<file path="src/rtl/bo_pkg.sv">
// rtl/bo_pkg.sv - shared state encoding, select constants and control word for bo_controle
package bo_pkg;

  typedef enum logic [2:0] {
    ST_IDLE = 3'd0,
    ST_LDX  = 3'd1,
    ST_S1   = 3'd2,
    ST_S2   = 3'd3,
    ST_S3   = 3'd4,
    ST_S4   = 3'd5,
    ST_S5   = 3'd6,
    ST_DONE = 3'd7
  } bo_state_e;

  // mux0: constant source
  localparam logic [1:0] SEL_A = 2'b00;
  localparam logic [1:0] SEL_B = 2'b01;
  localparam logic [1:0] SEL_C = 2'b10;
  localparam logic [1:0] SEL_Z = 2'b11;

  // mux1: operand v2
  localparam logic [1:0] SEL1_LX = 2'b00;
  localparam logic [1:0] SEL1_LS = 2'b01;
  localparam logic [1:0] SEL1_LH = 2'b10;
  localparam logic [1:0] SEL1_M0 = 2'b11;

  // mux2: operand v1
  localparam logic [1:0] SEL2_M0 = 2'b00;
  localparam logic [1:0] SEL2_LS = 2'b01;
  localparam logic [1:0] SEL2_LH = 2'b10;
  localparam logic [1:0] SEL2_LX = 2'b11;

  localparam logic OP_ADD = 1'b0;
  localparam logic OP_MUL = 1'b1;

  typedef struct packed {
    logic       ld_x;
    logic       ld_s;
    logic       ld_h;
    logic [1:0] sel_m0;
    logic [1:0] sel_m1;
    logic [1:0] sel_m2;
    logic       op_mul;
  } bo_ctrl_t;

endpackage

</file>
<file path="src/rtl/bo_controle_decode.sv">
// rtl/bo_controle_decode.sv - combinational state to control-word decoder for the BO datapath
module bo_controle_decode
  import bo_pkg::*;
(
  input  logic [2:0] state,
  output bo_ctrl_t   ctrl
);

  // Fields not used by a state stay at 00 so the datapath never sees X
  always_comb begin
    ctrl = '0;
    case (state)
      ST_LDX: ctrl.ld_x = 1'b1;
      ST_S1: begin
        ctrl.sel_m0 = SEL_A;
        ctrl.sel_m1 = SEL1_LX;
        ctrl.sel_m2 = SEL2_M0;
        ctrl.op_mul = OP_MUL;
        ctrl.ld_s   = 1'b1;
      end
      ST_S2: begin
        ctrl.sel_m1 = SEL1_LX;
        ctrl.sel_m2 = SEL2_LS;
        ctrl.op_mul = OP_MUL;
        ctrl.ld_s   = 1'b1;
      end
      ST_S3: begin
        ctrl.sel_m0 = SEL_B;
        ctrl.sel_m1 = SEL1_LX;
        ctrl.sel_m2 = SEL2_M0;
        ctrl.op_mul = OP_MUL;
        ctrl.ld_h   = 1'b1;
      end
      ST_S4: begin
        ctrl.sel_m1 = SEL1_LH;
        ctrl.sel_m2 = SEL2_LS;
        ctrl.op_mul = OP_ADD;
        ctrl.ld_s   = 1'b1;
      end
      ST_S5: begin
        ctrl.sel_m0 = SEL_C;
        ctrl.sel_m1 = SEL1_M0;
        ctrl.sel_m2 = SEL2_LS;
        ctrl.op_mul = OP_ADD;
        ctrl.ld_s   = 1'b1;
      end
      default: ctrl = '0;
    endcase
  end

endmodule

</file>
<file path="src/rtl/bo_controle.sv">
// rtl/bo_controle.sv - Moore sequencer for Y = A*X^2 + B*X + C; BO_CONTROLE_STEP_EN adds a step input
module bo_controle
  import bo_pkg::*;
#(
  parameter bit DONE_HOLD = 1'b1
) (
  input  logic       clk,
  input  logic       rst_n,
  input  logic       start,
`ifdef BO_CONTROLE_STEP_EN
  input  logic       step,
`endif
  output logic       ld_x,
  output logic       ld_s,
  output logic       ld_h,
  output logic [1:0] sel_m0,
  output logic [1:0] sel_m1,
  output logic [1:0] sel_m2,
  output logic       op_mul,
  output logic       busy,
  output logic       done,
  output logic [2:0] state_o
);

  logic [2:0] state;
  logic [2:0] state_nxt;
  logic       advance;
  bo_ctrl_t   ctrl;

`ifdef BO_CONTROLE_STEP_EN
  assign advance = step;
`else
  assign advance = 1'b1;
`endif

  always_comb begin
    state_nxt = state;
    case (state)
      ST_IDLE: if (start) state_nxt = ST_LDX;
      ST_LDX:  if (advance) state_nxt = ST_S1;
      ST_S1:   if (advance) state_nxt = ST_S2;
      ST_S2:   if (advance) state_nxt = ST_S3;
      ST_S3:   if (advance) state_nxt = ST_S4;
      ST_S4:   if (advance) state_nxt = ST_S5;
      ST_S5:   if (advance) state_nxt = ST_DONE;
      ST_DONE: if (!DONE_HOLD || !start) state_nxt = ST_IDLE;
      default: state_nxt = ST_IDLE;
    endcase
  end

  always_ff @(posedge clk or negedge rst_n) begin
    if (!rst_n) state <= ST_IDLE;
    else        state <= state_nxt;
  end

  bo_controle_decode u_decode (
    .state (state),
    .ctrl  (ctrl)
  );

  // A held step must not reload any register; selects stay visible for inspection
  assign ld_x    = ctrl.ld_x & advance;
  assign ld_s    = ctrl.ld_s & advance;
  assign ld_h    = ctrl.ld_h & advance;
  assign sel_m0  = ctrl.sel_m0;
  assign sel_m1  = ctrl.sel_m1;
  assign sel_m2  = ctrl.sel_m2;
  assign op_mul  = ctrl.op_mul;
  assign busy    = (state != ST_IDLE) && (state != ST_DONE);
  assign done    = (state == ST_DONE);
  assign state_o = state;

endmodule

</file>
<file path="config.mk">
export PLATFORM = sky130hd
export DESIGN_NAME = bo_controle
export DESIGN_NICKNAME = d
export VERILOG_FILES = /design/src/rtl/bo_pkg.sv /design/src/rtl/bo_controle_decode.sv /design/src/rtl/bo_controle.sv
export SDC_FILE = /design/constraint.sdc
export NUM_CORES = 1
export LEC_CHECK = 0
export ABC_CLOCK_PERIOD_IN_PS = 2100
export CAP_MARGIN = 15
export CORE_AREA = 2 2 39 41
export DETAILED_ROUTE_END_ITERATION = 7
export DIE_AREA = 0 0 41 43
export PLACE_DENSITY = 0.6
export SETUP_SLACK_MARGIN = 0.5
export SYNTH_ARGS = -nofsm -noshare
export SYNTH_HDL_FRONTEND = slang
export SYNTH_SLANG_ARGS = --single-unit
</file>
<file path="constraint.sdc">
create_clock -name clk -period 2.1 [get_ports clk]
set_clock_uncertainty 0.1 [all_clocks]
set_input_delay 0.315 -clock clk [delete_from_list [all_inputs] [get_ports clk]]
set_output_delay 0.315 -clock clk [all_outputs]
set_load 0.02 [all_outputs]
</file>
# After elaboration in Yosys (flattened, before gate mapping)
# Cells that the tools add are included.
dict set report word_totals {
  ff_bits 3
  latchBits 0
  ramBits 0
  romBits 0
  in_bits 3
  out_inout_bits 15
  elab_cells 25
  memories 0
}
dict set report op_classes {
  add_sub_neg 0
  multipliers 0
  div 0
  n_lt_le_gt_ge 0
  eq_ne 10
  shift 0
  n_mux 8
  bitwise 0
  reduce_logical 6
}
# cell n
set op_table {}
lappend op_table {{$pmux W3 S8} 1}
lappend op_table {{$pmux W5 S4} 1}
lappend op_table {{$eq A3 B3 Y1 const B} 4}
lappend op_table {{$eq A3 B2 Y1 const B} 2}
lappend op_table {{$mux W3} 2}
lappend op_table {{$ne A2 B2 Y1 const B} 2}
lappend op_table {{$pmux W2 S2} 1}
lappend op_table {{$reduce_or A4 Y1} 1}
lappend op_table {{$eq A3 B1 Y1 const B} 1}
lappend op_table {{$logic_not A3 Y1} 1}
lappend op_table {{$mux W1} 3}
lappend op_table {{$ne A3 B3 Y1 const B} 1}
lappend op_table {{$reduce_bool A3 Y1} 1}
lappend op_table {{$reduce_and A2 Y1} 1}
lappend op_table {{$reduce_or A2 Y1} 1}
lappend op_table {{$logic_and A1 B1 Y1} 1}

# Depth between registers and ports, before layout
# Gate-level depths: netlist of run 1.
dict set report depth {
  word_depth 3
  mapped_depth 3
  ltp_nobuf 2
}

# By module
# A second synthesis of run 1 with hierarchy kept.
dict set report unflattened {
  cells_unflattened 43
  area_unflattened_um2 375.4
}
# mod instances cells_per_inst area_each_um2 seq_area_each_um2
set modules_own_cells {}
lappend modules_own_cells {bo_controle 1 27 254.0 75.1}
lappend modules_own_cells {bo_controle_decode 1 16 121.4 0.0}

# Worst setup path after synthesis of run 1
# OpenSTA, ideal clock, no wires.
dict set report synth_timing {
  path_type {register -> output}
  startpoint {register state[2] (netlist: state_o[2])}
  endpoint {output port op_mul}
  arrival_ns 1.233
  t_required_ns 1.685
  path_slack_ns 0.452
  path_stages_with_launch 3
  n_path_buf 0
  cell_sequence {dfrtp_1 > nor3b_2 > o21bai_1}
}
dict set report synth_via {
  elab_chain_len 3
  elab_cells_between_ends 7
  classes_between {5 x eq/ne; 1 x mux; 1 x reduce/logical}
}
# item line_no
set synth_lines {}
lappend synth_lines {{start: declaration} bo_controle.sv:25} ;# logic [2:0] state;
lappend synth_lines {{start signal: assignment} bo_controle.sv:53} ;# else state <= state_nxt;
lappend synth_lines {{$eq A3 B2 Y1 or $eq A3 B3 Y1 (tied branches)} bo_controle_decode.sv:12} ;# case (state)
lappend synth_lines {{$reduce_or A2 Y1 (no source line)} --}
lappend synth_lines {{$pmux W5 S4 (*)} bo_controle_decode.sv:12}
lappend synth_lines {{end: declaration} bo_controle.sv:19} ;# output logic op_mul,
# Mark *: on every way between the ends. The rest lies on a longest branch, timed or not.

# Worst setup path in the final report of run 1
dict set report layout_timing {
  startpoint {register state[0] (netlist: state_o[0])}
  endpoint {output port sel_m1[1]}
}
dict set report layout_via {
  elab_chain_len 3
  elab_cells_between_ends 7
  classes_between {5 x eq/ne; 1 x mux; 1 x reduce/logical}
}
# item line_no
set layout_lines {}
lappend layout_lines {{$eq A3 B2 Y1 or $eq A3 B3 Y1 (tied branches)} bo_controle_decode.sv:12}
lappend layout_lines {{$reduce_or A2 Y1 (no source line)} --}
lappend layout_lines {{$pmux W5 S4 (*)} bo_controle_decode.sv:12}
lappend layout_lines {{end: declaration} bo_controle.sv:17} ;# output logic [1:0] sel_m1,
# Marks and branches as above.

==> run_results.csv, run 1 <==
group,metric,value,unit
grt,track_usage,0.119,
yosys,synth-xor-area-share,0.113,
layout,diodes,0,
yosys,synth_warnings,0,
yosys,synthTopCellsByArea,"dfrtp_1 (25%), buf_6 (11%), nor2_1 (6.3%)",
hold_path,hold_path.class,"in -> async",
critical_path,cpMaxStageDelayCell,"dfrtp_2",
power,combPwrFrac,0.800,
clock_tree,htreeDepth,1,
clock_tree,clock_sinks,3,
clock_tree,cts_tree,"yes",
detailed_routing,dr_wl_met2,481,µm
floorplan,core,1380,µm²
sta,rsz0062_at_grt,"yes",
critical_path,timing.critical_path.buf_inv,2,
layout,drive_gt1_frac,0.590,
yosys,yosys_register_bits,3,
floorplan,die_w,41,µm
floorplan,initial_utilization,0.215,
power,intPower,655,µW
grt,grt_pass1_vias,306,
power,clkPwrFrac,0.085,
floorplan,io_pins,18,
grt,grt_max_degree,8,
yosys,syn_avg_cell_area,8.51,µm²
placed_design,post-place-ws,0.147,ns
critical_path,cp.required,1.68,ns
sta,fin_crit_sh,0.789,
clock_tree,hold_buffers,0,
yosys,synth.largest_area_cell,"dfrtp_1",
sta,period_needed,1.66,ns
yosys,ys_seq_area_frac,0.252,
status,outcome,"finished clean",
placed_design,place_congestion,0.737,
floorplan,rows,14,
yosys,synth_cell_type_count,22,
power,p_sw,573,µW
yosys,synth-compound-area-share,0.151,
detailed_routing,via_per_inst,4.55,
layout,largest_reg_flops,3,
critical_path,cp-start-kind,"flop",
placed_design,hpwl,495,µm
critical_path,worstPathArrival,1.24,ns
power,peakVddDrop,0.727,mV
layout,fill_cells,144,
grt,grt_pass1_wl,1300,µm
critical_path,end_kind,"output port",
clock_tree,clk_latency,0.24,ns
sta,max_freq,0.604,GHz
yosys,synth_area,298,µm²
power,leakagePower,0.262,nW
critical_path,path_cells,"buf_6 -> xor2_1 -> and2_1 -> buf_6",
detailed_routing,drt_iter0_markers,5,
sta,hold_viol_final,0,
sta,setup_violations,0,
sta,tns,0,ns
detailed_routing,ant_nets,0,
power,pwr-share-seq,0.114,
detailed_routing,top_layer,"met4",
floorplan,die_area,1760,µm²
yosys,syn-instance-count,35,
power,sw_frac_of_total,0.466,
grt,overflow,0,
critical_path,crit_fanout,5,
clock_tree,root_buffer,"clkbuf_4",
critical_path,critPathKind,"reg -> out",
floorplan,die_h,43,µm
clock_tree,clockBufferDepth,2,
detailed_routing,drt-total-wl,875,µm
clock_tree,numCtsBuffers,3,
detailed_routing,drc,0,
yosys,synth_fa_ha_area_frac,0,
sta,final-max-slew-violation-count,0,
yosys,synthSimpleGateAreaFrac,0.294,
detailed_routing,routedWlPerCell,11.4,µm
critical_path,cpPeakStageDelay,0.44,ns
layout,synthToLayoutAreaGrowth,90.8,%
yosys,synth_top_family_by_area,"simple AND/OR/NAND/NOR gates",
grt,antenna_found_initial,0,
critical_path,critPathTopFamily,"flip-flops",
sta,worst_slack,0.444,ns
layout,nets,65,
detailed_routing,drt-pass1-iter-count,4,
detailed_routing,wl_met3,38,µm
yosys,syn-num-nets,38,
detailed_routing,vias,350,
critical_path,cpMostUsedCell,"buf_6",
placed_design,port_buffers,16,
detailed_routing,met1_length,324,µm
flow_run,cap_violations,0,
yosys,synth_mux_area_frac,0,
power,pwr_density_cell,2160,nW/µm²
yosys,netlist.area_leader.share,0.252,
clock_tree,clk_pin_slew,0.04,ns
synthesized netlist by cell type, drive strengths merged:
master,n
nor2b,1
nor3b,2
nand2b,1
inv,1
xnor2,1
buf,5
nor3,1
dfrtp,3
nand2,2
o21bai,1
nor2,5
a21boi,1
and3,1
a21oi,3
conb,1
o22ai,1
o2bb2ai,1
xor2,2
and2,2
cells in the final DEF (no fill, tap or decap), types with 2 or more instances in the layout:
cell type | netlist | layout
buf_6 | 3 | 8
nand2_1 | 2 | 2
dfrtp_2 | 0 | 3
and2_1 | 2 | 2
buf_2 | 0 | 2
clkbuf_4 | 0 | 3
a21oi_1 | 3 | 3
nor2_1 | 5 | 4
buf_4 | 2 | 12
clkdlybuf4s50_1 | 0 | 2
timing repair:
item | 4_1_cts | 5_1_grt
gates resized for setup | 57 | 24
pin swaps | 2 | 6
buffers inserted | 7 | 1
endpoints found under the setup margin | 14 | 14
gates cloned | 0 | 0
layout make-up:
type	count	area, µm²	area share
repair buffers	27	244	0.430
multi-input cells	26	195	0.344
flip-flops and latches	3	78.8	0.139
clock buffers	4	26.3	0.0463
well taps	16	20.0	0.0352
inverters	1	3.75	0.00661
metal layers:
metal	vias to the layer above	global-route usage
met3	4	0.0314
li1	167	-
met5	-	0
met4	0	0.120
met1	167	0.123
met2	12	0.175
metrics by stage:
| stage | total power [mW] | cell area (µm²) | hold slack (ns) | cells | util |
|---|---|---|---|---|---|
| floorplan | 0.656 | 303 | -0.0806 | 35 | - |
| global placement | 0.964 | 457 | 0.414 | 65 | 0.330 |
| detailed placement | 0.967 | 457 | 0.408 | 65 | 0.330 |
| CTS | 1.10 | 518 | 0.154 | 76 | 0.374 |
| global route | 1.31 | 568 | 0.152 | 77 | 0.410 |
| finish | 1.23 | 568 | 0.152 | 77 | 0.410 |
final timing paths:
path                                  from    endpoint  slack, ns  cells after the start
max in group asynchronous            rst_n  state_o[1]       1.59                      1
worst min-delay path                 rst_n  state_o[0]       0.15                      1
min in group clk                     start  state_o[1]       0.65                      3
worst max register to register  state_o[0]  state_o[0]       0.92                      4
worst min register to register  state_o[0]  state_o[1]       0.65                      3
worst max-delay path            state_o[0]   sel_m1[1]       0.44                      4
power groups by stage:
stage	clock network (mW)	logic [mW]	registers (mW)
4_1_cts	0.107	0.862	0.133
3_5_place_dp	0	0.789	0.179
5_1_grt	0.118	1.04	0.146
6_report	0.105	0.983	0.140
3_3_place_gp	0	0.789	0.175
2_1_floorplan	0	0.501	0.155
logic make-up after synthesis:
group	after synthesis
and+or+nand+nor	15
AOI/OAI and AO/OA	7
buffers and inverters	6
xor gates and xnor gates	3
DFF	3
other	1
(Power assumes the default switching activity.)
==> run 2: changes to the inputs <==
ABC_CLOCK_PERIOD_IN_PS = 1610   (was 2100)
clock period = 1.61 ns   (was 2.1 ns; I/O delays follow)
==> run 2 against run 1 <==
Compared with the run above:
- clock power rose by 25%
- die area did not move
- combinational power rose by 91%
- final cell count rose by 13%
- routed wire length rose by 0.46%
- worst hold slack got worse by 0.058 ns
- global-route usage rose by 1.3 points
- setup slack got worse by 0.42 ns
- via count rose by 4.6%
- total power rose by 79%
- first-iteration DRC count fell by 60%
- sequential cell count did not move
==> run_results.csv, run 2 (synthesis results as in run 1) <==
group,metric,value,unit
sta,setup_violations,0,
placed_design,hpwl,595,µm
power,peakVddDrop,1.25,mV
clock_tree,numCtsBuffers,3,
detailed_routing,drt-pass1-iter-count,2,
critical_path,timing.critical_path.buf_inv,2,
grt,overflow,0,
critical_path,path_cells,"buf_6 -> nor3b_4 -> o21bai_4 -> buf_6",
clock_tree,cts_tree,"yes",
detailed_routing,drt_iter0_markers,2,
critical_path,cp-start-kind,"flop",
sta,final-max-slew-violation-count,0,
critical_path,cpMaxStageDelayCell,"dfrtp_2",
detailed_routing,drt-total-wl,879,µm
sta,max_freq,0.629,GHz
clock_tree,root_buffer,"clkbuf_4",
critical_path,worstReg2RegEnd,"state_o[0]",
critical_path,worst-r2r-cell-count,6,
grt,grt_max_degree,9,
hold_path,hold_path.class,"in -> async",
placed_design,port_buffers,16,
placed_design,place_congestion,0.677,
detailed_routing,via_per_inst,4.21,
layout,regArea,78.8,µm²
clock_tree,htreeDepth,1,
floorplan,initial_utilization,0.215,
clock_tree,clockBufferDepth,2,
layout,fill_cells,123,
clock_tree,clk_pin_slew,0.04,ns
detailed_routing,drc,0,
detailed_routing,routedWlPerCell,10.1,µm
layout,nets,75,
critical_path,critPathKind,"reg -> out",
layout,postLayoutCellArea,785,µm²
placed_design,placed_cell_area,596,µm²
power,pwr_density_cell,2810,nW/µm²
layout,synthToLayoutAreaGrowth,163,%
layout,diodes,0,
critical_path,end_kind,"output port",
layout,multi_input_area,283,µm²
sta,hold_ws,0.0941,ns
layout,largest_reg_flops,3,
layout,utilization,0.567,
critical_path,worst-path-stages,4,
floorplan,die_area,1760,µm²
floorplan,die_w,41,µm
grt,antenna_found_initial,0,
grt,grt_pass1_vias,371,
floorplan,rows,14,
critical_path,critPathTopFamily,"flip-flops",
critical_path,cp.required,1.27,ns
status,outcome,"finished clean",
sta,period_needed,1.59,ns
layout,drive_gt1_frac,0.859,
critical_path,cpPeakStageDelay,0.44,ns
critical_path,crit_fanout,5,
critical_path,worstPathArrival,1.25,ns
detailed_routing,vias,366,
grt,grt_pass1_wl,1570,µm
layout,final_common_cell,"buf_6",
clock_tree,clock_sinks,3,
sta,hold_viol_final,0,
floorplan,core,1380,µm²
power,leakagePower,0.363,nW
floorplan,io_pins,18,
clock_tree,hold_buffers,0,
critical_path,r2r-start,"state_o[0]",
sta,rsz0062_at_grt,"yes",
flow_run,cap_violations,0,
critical_path,rrSetupSlack,0.25,ns
power,total_power,2.20,mW
floorplan,die_h,43,µm
clock_tree,clk_latency,0.23,ns
grt,track_usage,0.132,
layout,layout_common_cells,"buf_6 (20), buf_4 (14), a21oi_2 (3), clkbuf_4 (3), dfrtp_2 (3)",
sta,tns,0,ns
critical_path,cpMostUsedCell,"buf_6",
sta,fin_crit_sh,0.988,
detailed_routing,ant_nets,0,
==> run 2: cell count changes in the layout (fill, tap and decap cells not counted), sizes merged <==
cell | previous run | this run
dlygate4sd2 | 1 | 0
buf | 23 | 35
clkdlybuf4s15 | 1 | 0
==> run 2: cell type report <==
cell class	count	share of cell area
Multi-Input combinational cell	26	0.360
Inverter	1	0.00797
Clock buffer	4	0.0335
Sequential cell	3	0.100
Timing Repair Buffer	37	0.472
Tap cell	16	0.0255
==> run 2: metrics by stage <==
stage | instances | worst slack [ns]
2_1_floorplan | 35 | 0.247
3_3_place_gp | 73 | -0.196
3_5_place_dp | 73 | -0.218
4_1_cts | 84 | 0.00615
5_1_grt | 87 | -0.0455
6_report | 87 | 0.0199
==> run 2: metal layers <==
| layer | GRT usage | share of wire | vias up |
|---|---|---|---|
| li1 | - | - | 182 |
| met1 | 0.149 | 0.39 | 167 |
| met2 | 0.209 | 0.54 | 15 |
| met3 | 0.0471 | 0.066 | 2 |
| met4 | 0.0600 | 0.011 | 0 |
| met5 | 0 | 0 | - |
==> run 2: worst max-delay path by stage <==
| stage | start | end | slack [ns] |
|---|---|---|---|
| after floorplan | state_o[1] | op_mul | 0.25 |
| after detailed placement | state_o[0] | sel_m2[0] | -0.22 |
| after global placement | state_o[0] | sel_m2[0] | -0.20 |
| after global routing | state_o[1] | sel_m2[0] | -0.05 |
| final | state_o[0] | op_mul | 0.02 |
| after CTS | state_o[1] | sel_m2[0] | 0.006 |
==> run 2: power breakdown <==
part	switching (mW)	total (mW)	leakage, nW	internal, mW
clock	0.0381	0.131	0.0150	0.0927
combinational	0.804	1.88	0.318	1.07
sequential	0.0756	0.195	0.0301	0.120
total	0.917	2.20	0.363	1.29
==> run 2: what timing repair did <==
action	CTS	global route
pin swaps	6	4
endpoints found under the setup margin	17	17
setup buffers	7	3
resized for setup	87	13
